**src/rtl/ram_port_arbiter.sv**
```systemverilog
// Two-port arbiter in front of a single-port 1024 x 10-bit RAM with a 20-bit pair read.
// Reads take one RAM cycle. Wide (pair) writes are split into an even-word cycle and then an odd-word cycle.
module ram_port_arbiter #(
  parameter int ADDR_W     = 10,
  parameter int WORD_W     = 10,
  parameter int FIXED_PRIO = 0
) (
  input  logic                clk,
  input  logic                rst_n,
  input  logic                p0_req,
  input  logic                p0_we,
  input  logic                p0_wide,
  input  logic [ADDR_W-1:0]   p0_addr,
  input  logic [2*WORD_W-1:0] p0_wdata,
  output logic                p0_ack,
  output logic [2*WORD_W-1:0] p0_rdata,
  input  logic                p1_req,
  input  logic                p1_we,
  input  logic                p1_wide,
  input  logic [ADDR_W-1:0]   p1_addr,
  input  logic [2*WORD_W-1:0] p1_wdata,
  output logic                p1_ack,
  output logic [2*WORD_W-1:0] p1_rdata,
  output logic                ram_we,
  output logic [ADDR_W-1:0]   ram_addr,
  output logic [2*WORD_W-1:0] ram_wdata,
  input  logic [2*WORD_W-1:0] ram_rdata,
  output logic                busy,
  output logic                gnt_id
);

  localparam int DATA_W = 2 * WORD_W;

  typedef enum logic [2:0] {IDLE, RD, WR_LO, WR_HI, ACK} state_e;

  state_e              state_q;
  logic                wide_q;
  logic [ADDR_W-1:0]   addr_q;
  logic                id_q;
  logic                last_gnt_q;
  logic [1:0]          ack_q;
  logic [ADDR_W-1:0]   ram_addr_q;
  logic [DATA_W-1:0]   ram_wdata_q;
  logic [DATA_W-1:0]   rdata0_q;
  logic [DATA_W-1:0]   rdata1_q;

  logic                sel_id;
  logic                sel_we;
  logic                sel_wide;
  logic [ADDR_W-1:0]   sel_addr;
  logic [DATA_W-1:0]   sel_wdata;

  // A single requester wins outright. On a tie, the round-robin mode favours the port that did not win last.
  always_comb begin
    sel_id = p0_req ? 1'b0 : 1'b1;
    if (p0_req && p1_req && (FIXED_PRIO == 0)) sel_id = ~last_gnt_q;
    sel_we    = sel_id ? p1_we    : p0_we;
    sel_wide  = sel_id ? p1_wide  : p0_wide;
    sel_addr  = sel_id ? p1_addr  : p0_addr;
    sel_wdata = sel_id ? p1_wdata : p0_wdata;
  end

  // NOTE: sequential state uses non-blocking assignments only, so every register samples pre-edge values.
  always_ff @(posedge clk or negedge rst_n) begin
    if (!rst_n) begin
      state_q     <= IDLE;
      wide_q      <= 1'b0;
      addr_q      <= '0;
      id_q        <= 1'b0;
      last_gnt_q  <= 1'b1;
      ack_q       <= '0;
      ram_addr_q  <= '0;
      ram_wdata_q <= '0;
      rdata0_q    <= '0;
      rdata1_q    <= '0;
    end else begin
      ack_q <= '0;
      case (state_q)
        IDLE: begin
          if (p0_req || p1_req) begin
            id_q       <= sel_id;
            last_gnt_q <= sel_id;
            addr_q     <= sel_addr;
            wide_q     <= sel_we & sel_wide;
            if (!sel_we) begin
              state_q    <= RD;
              ram_addr_q <= sel_addr;
            end else if (sel_wide) begin
              state_q     <= WR_LO;
              ram_addr_q  <= {sel_addr[ADDR_W-1:1], 1'b0};
              ram_wdata_q <= sel_wdata;
            end else begin
              // The word is duplicated into both halves, so the RAM's address[0] half-select picks the right one.
              state_q     <= WR_LO;
              ram_addr_q  <= sel_addr;
              ram_wdata_q <= {sel_wdata[WORD_W-1:0], sel_wdata[WORD_W-1:0]};
            end
          end
        end
        RD: begin
          if (id_q) rdata1_q <= ram_rdata;
          else      rdata0_q <= ram_rdata;
          ack_q[id_q] <= 1'b1;
          state_q     <= ACK;
        end
        WR_LO: begin
          if (wide_q) begin
            state_q    <= WR_HI;
            ram_addr_q <= {addr_q[ADDR_W-1:1], 1'b1};
          end else begin
            ack_q[id_q] <= 1'b1;
            state_q     <= ACK;
          end
        end
        WR_HI: begin
          ack_q[id_q] <= 1'b1;
          state_q     <= ACK;
        end
        ACK:     state_q <= IDLE;
        default: state_q <= IDLE;
      endcase
    end
  end

  // NOTE: ram_we is decoded from the state rather than registered, so a reset de-asserts it immediately.
  assign ram_we    = (state_q == WR_LO) || (state_q == WR_HI);
  assign ram_addr  = ram_addr_q;
  assign ram_wdata = ram_wdata_q;
  assign busy      = (state_q != IDLE);
  assign gnt_id    = id_q;
  assign p0_ack    = ack_q[0];
  assign p1_ack    = ack_q[1];
  assign p0_rdata  = rdata0_q;
  assign p1_rdata  = rdata1_q;

endmodule

```
**config.mk**
```make
export PLATFORM = sky130hd
export DESIGN_NAME = ram_port_arbiter
export DESIGN_NICKNAME = d
export VERILOG_FILES = /design/src/rtl/ram_port_arbiter.sv
export SDC_FILE = /design/constraint.sdc
export NUM_CORES = 1
export LEC_CHECK = 0
export ABC_AREA = 0
export BUFFER_PORTS_ARGS = -buffer_cell sky130_fd_sc_hd__buf_2
export CORE_MARGIN = 1.5
export CORE_UTILIZATION = 30
export DETAILED_ROUTE_END_ITERATION = 7
export GPL_TIMING_DRIVEN = 1
export PLACE_DENSITY = 0.56
export SYNTH_ARGS = -nofsm -noshare
export SYNTH_HDL_FRONTEND = slang
export SYNTH_SLANG_ARGS = --single-unit
```
**constraint.sdc**
```tcl
create_clock -name clk -period 2 [get_ports clk]
set_input_delay 0.2 -clock clk [delete_from_list [all_inputs] [get_ports clk]]
set_output_delay 0.2 -clock clk [all_outputs]
set_load 0.01 [all_outputs]
```
**After elaboration in Yosys (flattened, before gate mapping)**

Index checks and enable logic that the tools add are counted.

- $lt $le $gt $ge: 2
- Equality and inequality tests: 5
- Multiplexer cells: 20
- Bitwise logic cells: 3
- Reduce and logical (&&, ||, !) cells: 13

Operators with widths:

| operator | number |
|---|---|
| $mux W20 | 2 |
| $mux W10 | 3 |
| $pmux W10 S2 | 1 |
| $pmux W3 S3 | 1 |
| $mux W1 | 7 |
| $eq A3 B2 Y1 const B | 2 |
| $mux W3 | 2 |
| $reduce_and A2 Y1 | 3 |
| $reduce_and A3 Y1 | 2 |
| $mux W2 | 2 |
| $ne A2 B2 Y1 const B | 2 |
| $pmux W2 S2 | 1 |
| $eq A3 B1 Y1 const B | 1 |
| $logic_not A3 Y1 | 1 |
| $reduce_bool A3 Y1 | 1 |
| $logic_and A1 B1 Y1 | 2 |
| $logic_or A1 B1 Y1 | 2 |
| $lt A1 B2 Y1 const B | 1 |
| $not A1 Y1 | 2 |
| $reduce_bool A2 Y1 | 1 |
| $reduce_or A2 Y1 | 1 |
| $and A1 B1 Y1 | 1 |
| $demux W1 S1 | 1 |
| $ge A1 B1 Y1 const B | 1 |

- Bits in registers: 88
- Input bits: 88
- Output and inout bits: 75

**Logic depth before layout (Yosys ltp)**

- Word-level depth: 7
- Depth in mapped cells: 6
- Gate-level depth less buffers: 4

**Least setup slack after synthesis**

OpenSTA, ideal clock, no wires.

- Kind: register -> register
- From: register last_gnt_q
- To: register ram_wdata_q[4] (netlist: ram_wdata[4])
- Setup time: 0.125 ns
- Arrival time: 1.585 ns
- Required time: 1.875 ns
- Slack: 0.290 ns
- Stages on the path, launching flop included: 7
- Path buffers: 2
- Clock period less this slack: 1.710 ns
- Cell sequence: dfstp_2 -> nand2b_2 -> and2_4 -> buf_6 -> buf_6 -> mux2_4 -> mux2_2

- Cells in the longest elaborated chain, start to end: 4
- Elaborated cells between the ends (all ways): 6

Ends and longest elaborated chain:

| element | line | RTL |
|---|---|---|
| start, declared | 40 | `logic last_gnt_q;` |
| start signal, assigned | 82 | `last_gnt_q <= sel_id;` |
| $not A1 Y1 (*) | 56 | `if (p0_req && p1_req && (FIXED_PRIO == 0)) sel_id = ~last_gnt_q;` |
| $mux W1 (*) | 56 |  |
| $mux W1 or $mux W20 (tied branches) | 57, 60 |  |
| $reduce_and A3 Y1 (no source line) or $mux W20 (tied branches) | -- |  |
| end signal, assigned | 91 | `ram_wdata_q <= sel_wdata;` |
| end signal, assigned | 96 | `ram_wdata_q <= {sel_wdata[WORD_W-1:0], sel_wdata[WORD_W-1:0]};` |
| end, declared | 43 | `logic [DATA_W-1:0] ram_wdata_q;` |

Every way passes the cells marked *; elsewhere a longest branch is shown, timed or not.
A chain may end at the register's enable or synchronous reset.

**Worst setup path in the final report**

- From: register last_gnt_q
- To: register ram_wdata_q[0] (netlist: ram_wdata[0])

Same word-level chain as after synthesis.

==> out/results.tsv <==
stage	metric	value	unit
logic_synthesis	top post-synthesis cells by area	dfrtp_1 (53%), mux2_2 (18%), mux2i_1 (7.4%)	
timing	period utilization	93.4	%
floorplanning	core area	13200	sq um
logic_synthesis	Net Count, Synth	410	
logic_synthesis	Gate Count Post-Synth	322	
timing	setup total negative slack	0	ns
worst_setup_path	CP Cell Sequence	nand2b_2 > and2_4 > mux2_2 > mux2_2	
place	GP Congestion	0.751	
pwr	leak pwr	0.00264	uW
grt	GRT busiest layer	met2	
cts	CTS Sinks	87	
cts	CTS tree	yes	
timing	RSZ-0062 raised after global routing	no	
logic_synthesis	mapped cell area	4060	sq um
logic_synthesis	Post-Synth XOR/XNOR Area	0	%
timing	minimum clock period	1.87	ns
cts	Longest Clk Path Bufs	2	
logic_synthesis	post-synthesis mux area share	27.4	%
worst_setup_path	Crit Path Max Fanout	20	
place	post-DP HPWL	7480	um
floorplanning	die area	14200	sq um
pwr	VDD IR-drop max	0.000502	V
routing	drt via density	4.75	
outcome	outcome	finished, final reports clean	
place	post-place setup slack	0.133	ns
timing	PnR worst setup slack	0.133	ns
worst_setup_path	CP startpoint kind	flip-flop	
timing	Pins Over Slew Limit	0	
cts	Clock Root Buffer	clkbuf_16	
cts	# H-tree levels	3	
floorplanning	initial core utilization	30.6	%
logic_synthesis	Post-synth top cells	dfrtp_1 (86), mux2_2 (64), mux2i_1 (30), nand2_1 (24), nor2_1 (13)	
timing	# setup viols final	0	
timing	Least-Margin Pin Slew	0.557	ns
logic_synthesis	Post-synth ARST share	100	%
logic_synthesis	main combinational cell family by area after synthesis	multiplexers	
logic_synthesis	ys flop type	dfrtp_1	
routing	antenna viol nets, final	0	
routing	Detailed Route WL	10000	um
cells_and_area	P&R area growth vs syn	33.1	%
grt	global routing usage on met3	4.50	%
routing	via count	3147	
floorplanning	Cell Rows	42	
grt	grt total ovfl	0	
logic_synthesis	Adder-Cell Fraction of Synth Area	0	%
grt	met1 Usage GRT	17.8	%
pwr	power per cell area	1490	nW/um^2
worst_setup_path	WP buf/inv	0	
logic_synthesis	Synth top area share	53.1	%
logic_synthesis	Post-synth EDFFs	0	
routing	Detailed Route Iter0 Violations	106	
logic_synthesis	FF+latch count, synth	87	
worst_setup_path	Critical-path top delay cell	dfstp_2	
logic_synthesis	sequential fraction of the synthesis area	53.7	%
cts	Worst-path clk slew	0.06	ns
logic_synthesis	Synth cell types	35	
cts	Clock Latency Late Sink	0.34	ns
grt	gr usage total	14.7	%
timing	Max-slew headroom	62.8	%
floorplanning	Die Y	119	um
min_path	Hold WC Path Type	in2reg	
logic_synthesis	complex-gate fraction of the synthesized area	8.30	%
worst_setup_path	Largest stage delay, worst path	0.52	ns
cells_and_area	Nets	572	
run	MaxCap Viol Count	0	
routing	drt first pass iters	4	
worst_setup_path	Critical Path AT	2.09	ns
cts	Num CTS Buffers	9	
grt	GR Util met2	23.5	%
grt	largest net degree at the start of global routing	37	
grt	initial antenna violation count	1	
grt	first-pass GRT wire length	16100	um
routing	DR WL/cell	15.1	um
timing	Max Fclk	536	MHz
logic_synthesis	Synth Area in Simple Gates	7.90	%
logic_synthesis	syn avg cell area	12.6	sq um
cells_and_area	layout cell share with drive strength beyond 1	53.8	%
logic_synthesis	Yosys top cell by area	dfrtp_1	
worst_setup_path	Crit Path Class	reg2reg	
grt	vias in the first global route	3181	
floorplanning	Die X	119	um
worst_setup_path	Crit path top cell by count	mux2_2	
cells_and_area	Antenna diodes	0	
floorplanning	# IOs	163	
routing	# DRC	0	
worst_setup_path	CP Capture Type	flip-flop	
place	PortBufs	162	
logic_synthesis	most common cell in the synthesized netlist	dfrtp_1	
worst_setup_path	CP Data Required Time	2.22	ns
timing	skew final	0.00634	ns
worst_setup_path	CP top delay family	multiplexers	
timing	Final Hold Fails	0	
logic_synthesis	synth warn	0	
metrics by stage:
step | std cells | instance area (sq um) | hold WS (ns) | utilization (%) | power, uW
after floorplan | 322 | 4060 | -0.0956 | - | 5190
after global placement | 648 | 5120 | 0.127 | 38.7 | 6530
after detailed placement | 648 | 5120 | 0.132 | 38.7 | 6610
after CTS | 663 | 5400 | 0.0842 | 40.8 | 8210
after global routing | 663 | 5400 | 0.0907 | 40.8 | 8640
final | 663 | 5400 | 0.102 | 40.8 | 8070
flip-flops by register name, indices dropped and copies added (netlist names):
register,flops
p1_rdata,20
p0_rdata,20
state_q,3
addr_q,9
ack_q,2
last_gnt_q,1
ram_addr,10
wide_q,1
gnt_id,1
ram_wdata,20
cell type report:
type	instances	area, sq um
sequential	87	2180
multi-input combinational	214	1790
fill	1333	7850
clock inverter	1	5.00
timing repair buffer	172	941
tap	176	220
clock buffer	13	260
per-layer routing:
| metal | up-vias | part of all wire, % | wire (um) |
|---|---|---|---|
| li1 | 1487 | - | - |
| met1 | 1537 | 44 | 4370 |
| met2 | 103 | 47 | 4720 |
| met3 | 18 | 6.6 | 661 |
| met4 | 2 | 2.7 | 266 |
| met5 | - | 0.13 | 13 |
path summary, 6_finish.rpt:
path / startpoint / to / slack [ns] / cells past startpoint
max in group asynchronous: rst_n / last_gnt_q / 1.09 / 3
worst min register to register: ram_addr[5] / ram_addr[5] / 0.48 / 2
worst max-delay path: last_gnt_q / ram_wdata[0] / 0.13 / 4
worst min-delay path: ram_rdata[6] / p1_rdata[6] / 0.10 / 2
worst max register to register: last_gnt_q / ram_wdata[0] / 0.13 / 4
min in group asynchronous: rst_n / p0_rdata[6] / 0.30 / 2
where the power goes:
part	internal [uW]	switching [uW]	leakage, uW
registers	2650	489	0.00105
clock network	895	659	0.000132
logic	1710	1670	0.00145
cells by family (layout without fill, tap and decap cells):
kind of cell / count (synthesis) / in the layout
AO/OA/AOI/OAI: 51 / 51
multiplexers: 100 / 100
flip-flops: 87 / 87
buffers and inverters: 21 / 186
AND/OR/NAND/NOR: 63 / 63
placed cells by master (no fill, tap or decap), drive strengths merged:
cell	count
o21ai	12
o21ba	1
or3	1
nor4b	1
a21boi	3
nand2	24
nor2b	3
and2	3
o31a	1
mux2	70
o21bai	1
buf	171
dlygate4sd3	1
a211oi	9
o311ai	1
clkinv	1
o221ai	1
o21a	1
nand4	1
clkbuf	13
nor4bb	1
nand2b	2
dfstp	1
nor2	13
nor3	3
mux2i	30
dfrtp	86
and3	11
o31ai	9
a21oi	12
timing repair:
item / in CTS / in global routing
hold endpoints to repair: 20 / 0
hold buffers: 1 / 0
setup endpoints to repair: 0 / 0
buffers inserted: 0 / 0
gates resized for setup: 0 / 0
No activity file was read; power rests on OpenSTA's default activity.
